$ cat config.mk
export PLATFORM = sky130hd
export DESIGN_NAME = fft_mem_ctrl
export DESIGN_NICKNAME = d
export VERILOG_FILES = /design/src/rtl/fft_consts.sv /design/src/rtl/fft_addr_gen.sv /design/src/rtl/fft_mem_ctrl.sv
export SDC_FILE = /design/constraint.sdc
export NUM_CORES = 1
export LEC_CHECK = 0
export BUFFER_PORTS_ARGS = -buffer_cell sky130_fd_sc_hd__buf_2
export CAP_MARGIN = 5
export CORE_MARGIN = 2
export CORE_UTILIZATION = 56
export CTS_CLUSTER_SIZE = 8
export DETAILED_ROUTE_END_ITERATION = 10
export PLACE_DENSITY = 0.79
export SLEW_MARGIN = 20
export SYNTH_ARGS = -nofsm -noshare
export SYNTH_HDL_FRONTEND = slang
export SYNTH_HIERARCHICAL = 1
export SYNTH_SLANG_ARGS = --single-unit
$ cat constraint.sdc
create_clock -name clk -period 3.95 [get_ports clk]
set_clock_uncertainty 0.05 [all_clocks]
set_input_delay 0.1975 -clock clk [delete_from_list [all_inputs] [get_ports clk]]
set_output_delay 0.1975 -clock clk [all_outputs]
set_load 0.05 [all_outputs]
$ cat src/rtl/fft_consts.sv
// Shared constants and types for the in-place radix-2 FFT datapath.
//   N              : FFT size (words in the working RAM)
//   DW             : RAM word width
//   LOG2N          : number of stages / address width
//   BF_LAT_DEFAULT : default butterfly latency in cycles
//   fft_ctrl_state_t : sequencer states
package fft_consts;

  localparam int unsigned N              = 8;
  localparam int unsigned DW             = 32;
  localparam int unsigned LOG2N          = $clog2(N);
  localparam int unsigned BF_LAT_DEFAULT = 2;

  typedef enum logic [2:0] {IDLE, RD, WT, WR, FIN} fft_ctrl_state_t;

endpackage

$ cat src/rtl/fft_addr_gen.sv
// Combinational radix-2 DIT address generator.
// Maps (stage s, butterfly index k) to the operand pair and twiddle index:
//   stage   in  LOG2N    stage index s
//   k       in  LOG2N-1  butterfly index within the stage
//   top     out LOG2N    top operand address
//   bot     out LOG2N    bottom operand address (top + 2^s)
//   tw_addr out LOG2N-1  twiddle ROM index
module fft_addr_gen
  import fft_consts::*;
(
  input  logic [LOG2N-1:0] stage,
  input  logic [LOG2N-2:0] k,
  output logic [LOG2N-1:0] top,
  output logic [LOG2N-1:0] bot,
  output logic [LOG2N-2:0] tw_addr
);

  logic [LOG2N-1:0] kx;
  logic [LOG2N-1:0] half;
  logic [LOG2N-1:0] j;

  always_comb begin
    kx   = LOG2N'(k);
    half = LOG2N'(1) << stage;
    j    = kx & (half - 1'b1);
    // Group index k>>s selects a block of 2*half words; j is the offset inside it.
    top  = ((kx >> stage) << (stage + 1'b1)) | j;
    bot  = top + half;
    // j < half, so the shifted value always fits in LOG2N-1 bits.
    tw_addr = (LOG2N - 1)'(j << (LOG2N'(LOG2N - 1) - stage));
  end

endmodule

$ cat src/rtl/fft_mem_ctrl.sv
// Sequencer for an in-place radix-2 DIT FFT in a dual-port RAM with
// 1-cycle registered reads. For each stage and butterfly it reads the
// operand pair, pulses the butterfly unit, and writes the results back to
// the same addresses BF_LAT cycles later.
//   clk, rst_n           : clock, asynchronous active-low reset
//   start                : 1-cycle run request, ignored unless idle
//   busy, done           : run in progress / 1-cycle completion pulse
//   stage                : current stage for the butterfly scaling shift
//   ram_ena/wea/addra    : port A (top operand)
//   ram_enb/web/addrb    : port B (bottom operand)
//   tw_addr              : twiddle ROM index
//   bf_go                : RAM outputs hold valid operands this cycle
module fft_mem_ctrl
  import fft_consts::*;
#(
  parameter int unsigned BF_LAT = BF_LAT_DEFAULT
) (
  input  logic             clk,
  input  logic             rst_n,
  input  logic             start,
  output logic             busy,
  output logic             done,
  output logic [LOG2N-1:0] stage,
  output logic             ram_ena,
  output logic             ram_wea,
  output logic [LOG2N-1:0] ram_addra,
  output logic             ram_enb,
  output logic             ram_web,
  output logic [LOG2N-1:0] ram_addrb,
  output logic [LOG2N-2:0] tw_addr,
  output logic             bf_go
);

  localparam int unsigned     KW      = LOG2N - 1;
  localparam int unsigned     CW      = (BF_LAT > 1) ? $clog2(BF_LAT) : 1;
  localparam logic [KW-1:0]   KLast   = KW'(N / 2 - 1);
  localparam logic [LOG2N-1:0] SLast  = LOG2N'(LOG2N - 1);
  localparam logic [CW-1:0]   CntLast = CW'(BF_LAT - 1);

  fft_ctrl_state_t state_q;
  logic [KW-1:0]    k_q;
  logic [CW-1:0]    cnt_q;

  logic [LOG2N-1:0] nxt_stage;
  logic [KW-1:0]    nxt_k;
  logic             last_k;
  logic             last_bf;
  logic [LOG2N-1:0] gen_top;
  logic [LOG2N-1:0] gen_bot;
  logic [KW-1:0]    gen_tw;

  // Indices of the butterfly entered next. Outside WR this is (0,0), which is
  // what a launch from IDLE needs; addresses are then registered so they stay
  // stable from RD through WR.
  always_comb begin
    nxt_stage = '0;
    nxt_k     = '0;
    last_k    = (k_q == KLast);
    last_bf   = last_k && (stage == SLast);
    if (state_q == WR) begin
      if (last_k) begin
        nxt_stage = stage + 1'b1;
      end else begin
        nxt_stage = stage;
        nxt_k     = k_q + 1'b1;
      end
    end
  end

  fft_addr_gen u_addr_gen (
    .stage   (nxt_stage),
    .k       (nxt_k),
    .top     (gen_top),
    .bot     (gen_bot),
    .tw_addr (gen_tw)
  );

  always_ff @(posedge clk or negedge rst_n) begin
    if (!rst_n) begin
      state_q   <= IDLE;
      k_q       <= '0;
      cnt_q     <= '0;
      busy      <= 1'b0;
      done      <= 1'b0;
      stage     <= '0;
      ram_ena   <= 1'b0;
      ram_wea   <= 1'b0;
      ram_addra <= '0;
      ram_enb   <= 1'b0;
      ram_web   <= 1'b0;
      ram_addrb <= '0;
      tw_addr   <= '0;
      bf_go     <= 1'b0;
    end else begin
      done  <= 1'b0;
      bf_go <= 1'b0;
      unique case (state_q)
        IDLE: begin
          if (start) begin
            state_q   <= RD;
            busy      <= 1'b1;
            k_q       <= nxt_k;
            stage     <= nxt_stage;
            ram_addra <= gen_top;
            ram_addrb <= gen_bot;
            tw_addr   <= gen_tw;
            ram_ena   <= 1'b1;
            ram_enb   <= 1'b1;
          end
        end
        RD: begin
          state_q <= WT;
          cnt_q   <= '0;
          ram_ena <= 1'b0;
          ram_enb <= 1'b0;
          // Read data appears on the RAM outputs one cycle after RD.
          bf_go   <= 1'b1;
        end
        WT: begin
          if (cnt_q == CntLast) begin
            state_q <= WR;
            ram_ena <= 1'b1;
            ram_enb <= 1'b1;
            ram_wea <= 1'b1;
            ram_web <= 1'b1;
          end else begin
            cnt_q <= cnt_q + 1'b1;
          end
        end
        WR: begin
          ram_wea <= 1'b0;
          ram_web <= 1'b0;
          if (last_bf) begin
            state_q   <= FIN;
            busy      <= 1'b0;
            done      <= 1'b1;
            ram_ena   <= 1'b0;
            ram_enb   <= 1'b0;
            k_q       <= '0;
            stage     <= '0;
            ram_addra <= '0;
            ram_addrb <= '0;
            tw_addr   <= '0;
          end else begin
            // Enables stay high: the next cycle is the read of the next pair.
            state_q   <= RD;
            k_q       <= nxt_k;
            stage     <= nxt_stage;
            ram_addra <= gen_top;
            ram_addrb <= gen_bot;
            tw_addr   <= gen_tw;
          end
        end
        FIN: begin
          state_q <= IDLE;
        end
        default: begin
          state_q <= IDLE;
        end
      endcase
    end
  end

endmodule

==> After elaboration in Yosys (flattened, before gate mapping) <==
Cells that the tools add are included.
{ "totals": {"latchBits": 0, "n_memories": 0, "inputBits": 3, "elab_cells": 78, "mem_bits_rw": 0, "rom_bits": 0, "out_inout_bits": 18, "register_bits": 22} }
{ "classes": {"muxes": 34, "n_mul": 0, "n_shift": 4, "order_cmp": 0, "n_reduce_logical": 11, "bitwise_logic": 2, "eq_ne": 8, "n_div": 0, "n_addsub": 7} }
{ "ops": {"columns": ["operator", "count"], "rows": [
  ["two-way mux 3 bit", 11],
  ["case mux 3 bit (2 select lines)", 3],
  ["two-way mux 2 bit", 6],
  ["case mux 3 bit (4 select lines)", 1],
  ["equality test 3 x 2 -> 1 bit, second input constant", 3],
  ["case mux 2 bit (2 select lines)", 2],
  ["two-way mux 1 bit", 7],
  ["adder 3 x 1 -> 3 bit, second input constant", 2],
  ["inequality test 2 bit, second input constant", 3],
  ["case mux 1 bit (2 select lines)", 3],
  ["AND reduction 2 bit", 3],
  ["nonzero test 2 bit", 3],
  ["case mux 1 bit (4 select lines)", 1],
  ["AND reduction 4 bit", 1],
  ["nonzero test 4 bit", 1],
  ["adder 3 bit", 1],
  ["bitwise AND 2 x 3 -> 3 bit", 1],
  ["equality test 3 x 1 -> 1 bit, second input constant", 1],
  ["zero test 3 bit", 1],
  ["bitwise OR 3 bit", 1],
  ["AND reduction 3 bit", 1],
  ["left shift 1 x 3 -> 3 bit, first input constant", 1],
  ["left shift 3 x 3 -> 2 bit", 1],
  ["left shift 3 x 3 -> 3 bit", 1],
  ["other kinds (7)", 7]
]} }

==> Depth between registers and ports, before layout <==
{ "logic_depth": {"word_depth": 10, "ltp_mapped": 15, "mapped_depth_nobuf": 15} }

==> Modules after synthesis <==
The synthesis kept the hierarchy.
{ "modules_own_cells": {"columns": ["mod", "cells_per_inst", "area_per_inst_um2", "seq_area_each_um2", "instances"], "rows": [
  ["fft_mem_ctrl", 109, 1128.6, 550.5, 1],
  ["fft_addr_gen", 34, 254.0, 0.0, 1]
]} }

==> Worst setup path after synthesis <==
No wires, ideal clock.
{ "synth_timing": {"path_kind": "register to register", "from": "register stage[0]", "to": "register ram_addrb[2]", "setup_time_ps": 78, "arrival_time_ps": 3127, "required_time_ps": 3822, "period_less_slack_ps": 3255, "path_buffers": 0, "stages_incl_launch_ff": 16, "slack_ps": 695, "cell_sequence": "dfrtp_1 > inv_1 > ha_1 > nand2b_1 > a21oi_1 > inv_1 > ha_1 > inv_1 > nand3_1 > o31ai_1 > ha_1 > fa_1 > xnor2_1 > xnor2_1 > o21ai_0 > a21oi_1"} }
{ "synth_between": {"elab_chain_len": 10, "word_cells_on_any_way": 16, "classes_between": "4 x add/sub; 1 x eq/ne; 3 x shift; 5 x mux; 2 x bitwise; 1 x reduce/logical"} }
{ "synth_rtl": {"columns": ["element", "line_no", "rtl"], "rows": [
  ["start: declaration", "fft_mem_ctrl.sv:23", "output logic [LOG2N-1:0] stage,"],
  ["start signal: assignment", "fft_mem_ctrl.sv:103", "stage <= nxt_stage;"],
  ["start signal: assignment", "fft_mem_ctrl.sv:148", "stage <= nxt_stage;"],
  ["adder 3 x 1 -> 3 bit *", "fft_mem_ctrl.sv:62", "nxt_stage = stage + 1'b1;"],
  ["two-way mux 3 bit *", "fft_mem_ctrl.sv:61", "if (last_k) begin"],
  ["two-way mux 3 bit *", "fft_mem_ctrl.sv:60", "if (state_q == WR) begin"],
  ["via nxt_stage[1]", "fft_mem_ctrl.sv:44", "logic [LOG2N-1:0] nxt_stage;"],
  ["parallel branches: the longest is 3 deep, another holds adder 3 x 1 -> 3 bit", null, null],
  ["bitwise OR 3 bit *", "fft_addr_gen.sv:27", "top = ((kx >> stage) << (stage + 1'b1)) | j;"],
  ["via gen_top[0]", "fft_mem_ctrl.sv:48", "logic [LOG2N-1:0] gen_top;"],
  ["adder 3 bit *", "fft_addr_gen.sv:28", "bot = top + half;"],
  ["via gen_bot[2]", "fft_mem_ctrl.sv:49", "logic [LOG2N-1:0] gen_bot;"],
  ["two-way mux 3 bit (on tied branches)", "fft_mem_ctrl.sv:133, fft_mem_ctrl.sv:99", null],
  ["case mux 3 bit (2 select lines) *", "fft_mem_ctrl.sv:97", "unique case (state_q)"],
  ["end signal: assignment", "fft_mem_ctrl.sv:105", "ram_addrb <= gen_bot;"],
  ["end signal: assignment", "fft_mem_ctrl.sv:150", "ram_addrb <= gen_bot;"],
  ["end: declaration", "fft_mem_ctrl.sv:29", "output logic [LOG2N-1:0] ram_addrb,"]
]} }
Mark *: on every way through the listed nets, which the timed path passes. The select of a mux whose other input is x is not followed.
A chain may end at the register's enable or synchronous reset.

==> Worst setup path in the final report <==
{ "layout_timing": {"from": "register state_q[1]", "to": "register ram_addrb[2]"} }
{ "layout_between": {"elab_chain_len": 9, "word_cells_on_any_way": 18, "classes_between": "3 x add/sub; 2 x eq/ne; 3 x shift; 5 x mux; 2 x bitwise; 3 x reduce/logical"} }
{ "layout_rtl": {"columns": ["element", "line_no", "rtl"], "rows": [
  ["start: declaration", "fft_mem_ctrl.sv:40", "fft_ctrl_state_t state_q;"],
  ["start signal: assignment", "fft_mem_ctrl.sv:80", "state_q <= IDLE;"],
  ["start signal: assignment", "fft_mem_ctrl.sv:100", "state_q <= RD;"],
  ["start signal: assignment", "fft_mem_ctrl.sv:112", "state_q <= WT;"],
  ["equality test 3 x 2 -> 1 bit *", "fft_mem_ctrl.sv:60", null],
  ["two-way mux 3 bit *", "fft_mem_ctrl.sv:60", null],
  ["via nxt_stage[0]", "fft_mem_ctrl.sv:44", null],
  ["parallel branches: the longest is 3 deep, another holds adder 3 x 1 -> 3 bit", null, null],
  ["bitwise OR 3 bit *", "fft_addr_gen.sv:27", null],
  ["via gen_top[0]", "fft_mem_ctrl.sv:48", null],
  ["adder 3 bit *", "fft_addr_gen.sv:28", null],
  ["via gen_bot[2]", "fft_mem_ctrl.sv:49", null],
  ["two-way mux 3 bit (on tied branches)", "fft_mem_ctrl.sv:133, fft_mem_ctrl.sv:99", null],
  ["case mux 3 bit (2 select lines) *", "fft_mem_ctrl.sv:97", null]
]} }
Marks and branches as above.

==> results.md <==
| Metric | Value |
| --- | --- |
| Outcome | completed |
| Total of max-cap violations | 0 |
| Clock network latency to the later pin of the worst-skew pair | 310 ps |
| Area share of the largest cell type after synthesis | 39.82% |
| Worst supply voltage drop on vdd | 0.0001561 V |
| Part of the power in the clock network | 35.2% |
| Critical Path Source Type | flip-flop |
| Std-Cell Core Area | 2410 um2 |
| Total nets after synthesis | 155 |
| Worst Hold Class | input pin to async pin |
| Starting density of the core | 57.37% |
| Post-Route Setup TNS | 0 ps |
| Number of antenna cells inserted | 0 |
| Clock transition at the registers of the reported paths | 120 ps |
| Largest incremental delay on the critical path | 630 ps |
| Clock period minus final worst setup slack | 3447 ps |
| Violation count after the first detailed-route iteration | 33 |
| Port Buffer Count | 20 |
| Actual slew at the worst max-slew pin | 536.7 ps |
| Initial antenna violation count | 0 |
| Crit path DAT | 3640 ps |
| Slew headroom | 64.07% |
| Worst path cell trace | nand3b_4 -> a21oi_1 -> inv_1 -> ha_1 -> inv_1 -> nand3_1 -> o31ai_1 -> ha_1 -> fa_1 -> xnor2_1 -> xnor2_1 -> o21ai_0 -> a21oi_1 |
| Setup repair after global routing missed its margin | false |
| Post-synthesis instance total | 143 |
| Die W | 53.69 um |
| Number of remaining DRC errors | 0 |
| Final cell count without fillers | 189 |
| Worst Path Required | 4150 ps |
| First-pass GRT wire length | 4.540 mm |
| Worst path setup slack after routing | 502.6 ps |
| Post-placement cell count | 184 |
| Cell-internal power | 283.4 uW |
| Length of the first detailed-routing pass in iterations | 4 |
| Height of the chip | 53.69 um |
| Vias post-DR | 1,098 |
| CTS tree | built |
| Power density relative to cell area | 240.1 nW/um2 |
| Critical path start-end classification | flip-flop to flip-flop |
| Vias in the first global route | 1,011 |
| Switching share of total power | 20.80% |
| Number of library cell types mapped by synthesis | 43 |
| Yosys top cell by area | sky130_fd_sc_hd__dfrtp_1 |
| Ranking of synthesized cells by area | sky130_fd_sc_hd__dfrtp_1 40%, sky130_fd_sc_hd__ha_1 7.2%, sky130_fd_sc_hd__a21oi_1 5.4% |
| Share of the synthesized netlist area taken by xor and xnor gates | 3.167% |
| Dpl ws | 561.4 ps |
| CTS H-Tree Depth | 1 |
| Vias per cell | 5.810 |
| Critical Path Start | state_q[1]$_DFFE_PN0P_ |
| GRT Overall Usage | 21.54% |
| Cts bufs inserted | 3 |
| Net count, final | 172 |
| Largest family of logic cells by synthesized area | simple AND/OR/NAND/NOR gates |
| Static power due to leakage | 0.0006741 uW |
| FF+latch count, synth | 22 |
| Proportion of synthesized area in mux cells | 0.7240% |
| Detailed-placement wirelength estimate | 1.983 mm |
| Total setup violations reported at the end of the flow | 0 |
| Post-synth EDFFs | 0 |
| Number of post-CTS setup repair buffers | 0 |
| Antenna-violating nets left | 0 |
| Post-layout power | 357.8 uW |
| DIE AREA | 2882 um2 |
| WL final | 2.694 mm |
| Synth-to-Final Area Change | 7.783% |
| Worst flop-to-flop path startpoint | state_q[1]$_DFFE_PN0P_ |
| WL per Instance | 14.25 um |
| Post-synth top cells | 22 x sky130_fd_sc_hd__dfrtp_1, 15 x sky130_fd_sc_hd__a21oi_1, 13 x sky130_fd_sc_hd__o21ai_0 |
| Post-synthesis area per instance | 9.668 um2 |
| Compound-cell area share of the yosys netlist | 17.56% |
| Synthesized-area fraction occupied by adder cells | 8.688% |
| Final Cycle Share | 87.27% |
| Share of cells above drive strength 1 | 22.01% |
| Post-synthesis instance area | 1383 um2 |
| Global route total overflow | 0 |
| Maximum clock path buffer count | 2 |
| Count of boundary I/O pins | 21 |
| # rows | 18 |
| Sequential element share of the synthesized area | 39.82% |
| Sequential fraction of design power | 62.9% |
| Final Hold Violating Endpoints | 0 |
| Maximum number of pins on one net before global-route repair | 23 |
| Most instantiated library cell after synthesis | sky130_fd_sc_hd__dfrtp_1 |
| Post-synth top flop | sky130_fd_sc_hd__dfrtp_1 |
| Logic gate share of total power | 1.9% |
| Slowest cell on crit path | sky130_fd_sc_hd__dfrtp_1 |
| Endpoint kind of the worst setup timing path | flip-flop |
| P_sw | 74.42 uW |
| Synth Area in Simple Gates | 21.81% |
| Achievable clock frequency | 290.1 MHz |
| Global placement routability congestion | 0.8032 |
| Sink Count | 22 |
| Slew Limit Fails | 0 |
| Clk Tree Root Cell | sky130_fd_sc_hd__clkbuf_4 |
| Post-synthesis async set-or-reset flop share | 100.0% |
| Critical Path Fanout Max | 16 |
| Yosys warning total | 6 |
sequential cells by signal, indices dropped and copies added, names as in the netlist:
signal     flops
done           1
k_q            2
ram_addra      3
state_q        3
ram_addrb      3
stage          3
tw_addr        2
busy           1
bf_go          1
cnt_q          1
ram_web        1
ram_enb        1
layout by cell type (no fill, tap or decap), types with 2 or more instances in the layout:
master	count
sky130_fd_sc_hd__dfrtp_1	22
sky130_fd_sc_hd__buf_2	20
sky130_fd_sc_hd__a21oi_1	15
sky130_fd_sc_hd__o21ai_0	13
sky130_fd_sc_hd__nand3_1	12
sky130_fd_sc_hd__nand2_1	9
sky130_fd_sc_hd__inv_1	8
sky130_fd_sc_hd__ha_1	8
sky130_fd_sc_hd__nor2_1	5
sky130_fd_sc_hd__xnor2_1	5
sky130_fd_sc_hd__nand2b_1	4
sky130_fd_sc_hd__clkbuf_4	3
sky130_fd_sc_hd__nor2_2	2
sky130_fd_sc_hd__or2_2	2
sky130_fd_sc_hd__o22ai_1	2
worst max-delay path, delay by kind of cell (launching register included):
| family | cells | cell delay (ps) |
|---|---|---|
| XOR/XNOR | 2 | 270 |
| AND/OR/NAND/NOR | 2 | 380 |
| adder cells (fa/ha/maj) | 3 | 770 |
| AO/OA/AOI/OAI | 4 | 1000 |
| flip-flops | 1 | 630 |
| buffers and inverters | 2 | 290 |
through the flow:
stage | cell area, um2 | hold slack (ps) | utilization (%)
final | 1490 | 311.1 | 61.84
after global routing | 1490 | 360.5 | 61.84
after CTS | 1490 | 331.6 | 61.84
after detailed placement | 1444 | 140.3 | 59.92
after global placement | 1444 | 130.7 | 59.92
after floorplan | 1383 | -148.1 | -
power by group through the flow:
stage / sequential [uW] / clock, uW / combinational (uW)
floorplan: 230 / 0 / 0.581
global placement: 229 / 0 / 6.11
detailed placement: 229 / 0 / 6.28
CTS: 225 / 126 / 7.07
global route: 225 / 135 / 8.01
finish: 225 / 126 / 6.68
cell type report:
| class | instances | area [um2] |
|---|---|---|
| timing repair buffer | 22 | 117.6 |
| inverter | 8 | 30.03 |
| fill | 200 | 919.6 |
| tap | 30 | 37.54 |
| clock buffer | 4 | 36.28 |
| multi-input combinational | 103 | 718.2 |
| sequential | 22 | 550.5 |
what timing repair did:
action                                  4_1_cts  5_1_grt
hold buffers                                  1        0
endpoints found under the hold margin        22        0
resized for setup                             0        0
endpoints found under the setup margin        0        0
path summary, 6_finish.rpt:
| kind | slack [ps] | depth (start not counted) | end |
|---|---|---|---|
| worst max-delay path | 500 | 13 | ram_addrb[2]$_DFFE_PN0P_ |
| worst min-delay path | 310 | 2 | state_q[0]$_DFFE_PN0P_ |
| worst max register to register | 500 | 13 | ram_addrb[2]$_DFFE_PN0P_ |
| worst min register to register | 470 | 1 | k_q[1]$_DFFE_PN0P_ |
| max in group asynchronous | 3200 | 2 | busy$_DFFE_PN0P_ |
| min in group clk | 320 | 4 | ram_addra[2]$_DFFE_PN0P_ |
metal layers:
layer | GRT usage [%] | vias to the layer above | wire (um)
met3 | 3.611 | 4 | 145
li1 | - | 532 | -
met2 | 33.54 | 35 | 1292
met5 | 0 | - | 0
met1 | 30.00 | 527 | 1227
met4 | 7.692 | 0 | 29
cell families (layout without fill, tap and decap cells):
group | Yosys count | count (layout)
AO/OA/AOI/OAI | 40 | 40
XOR/XNOR | 5 | 5
adder cells (fa/ha/maj) | 9 | 9
buffers and inverters | 18 | 34
flip-flops | 22 | 22
multiplexers | 1 | 1
AND/OR/NAND/NOR | 48 | 48
(Power assumes the default switching activity.)
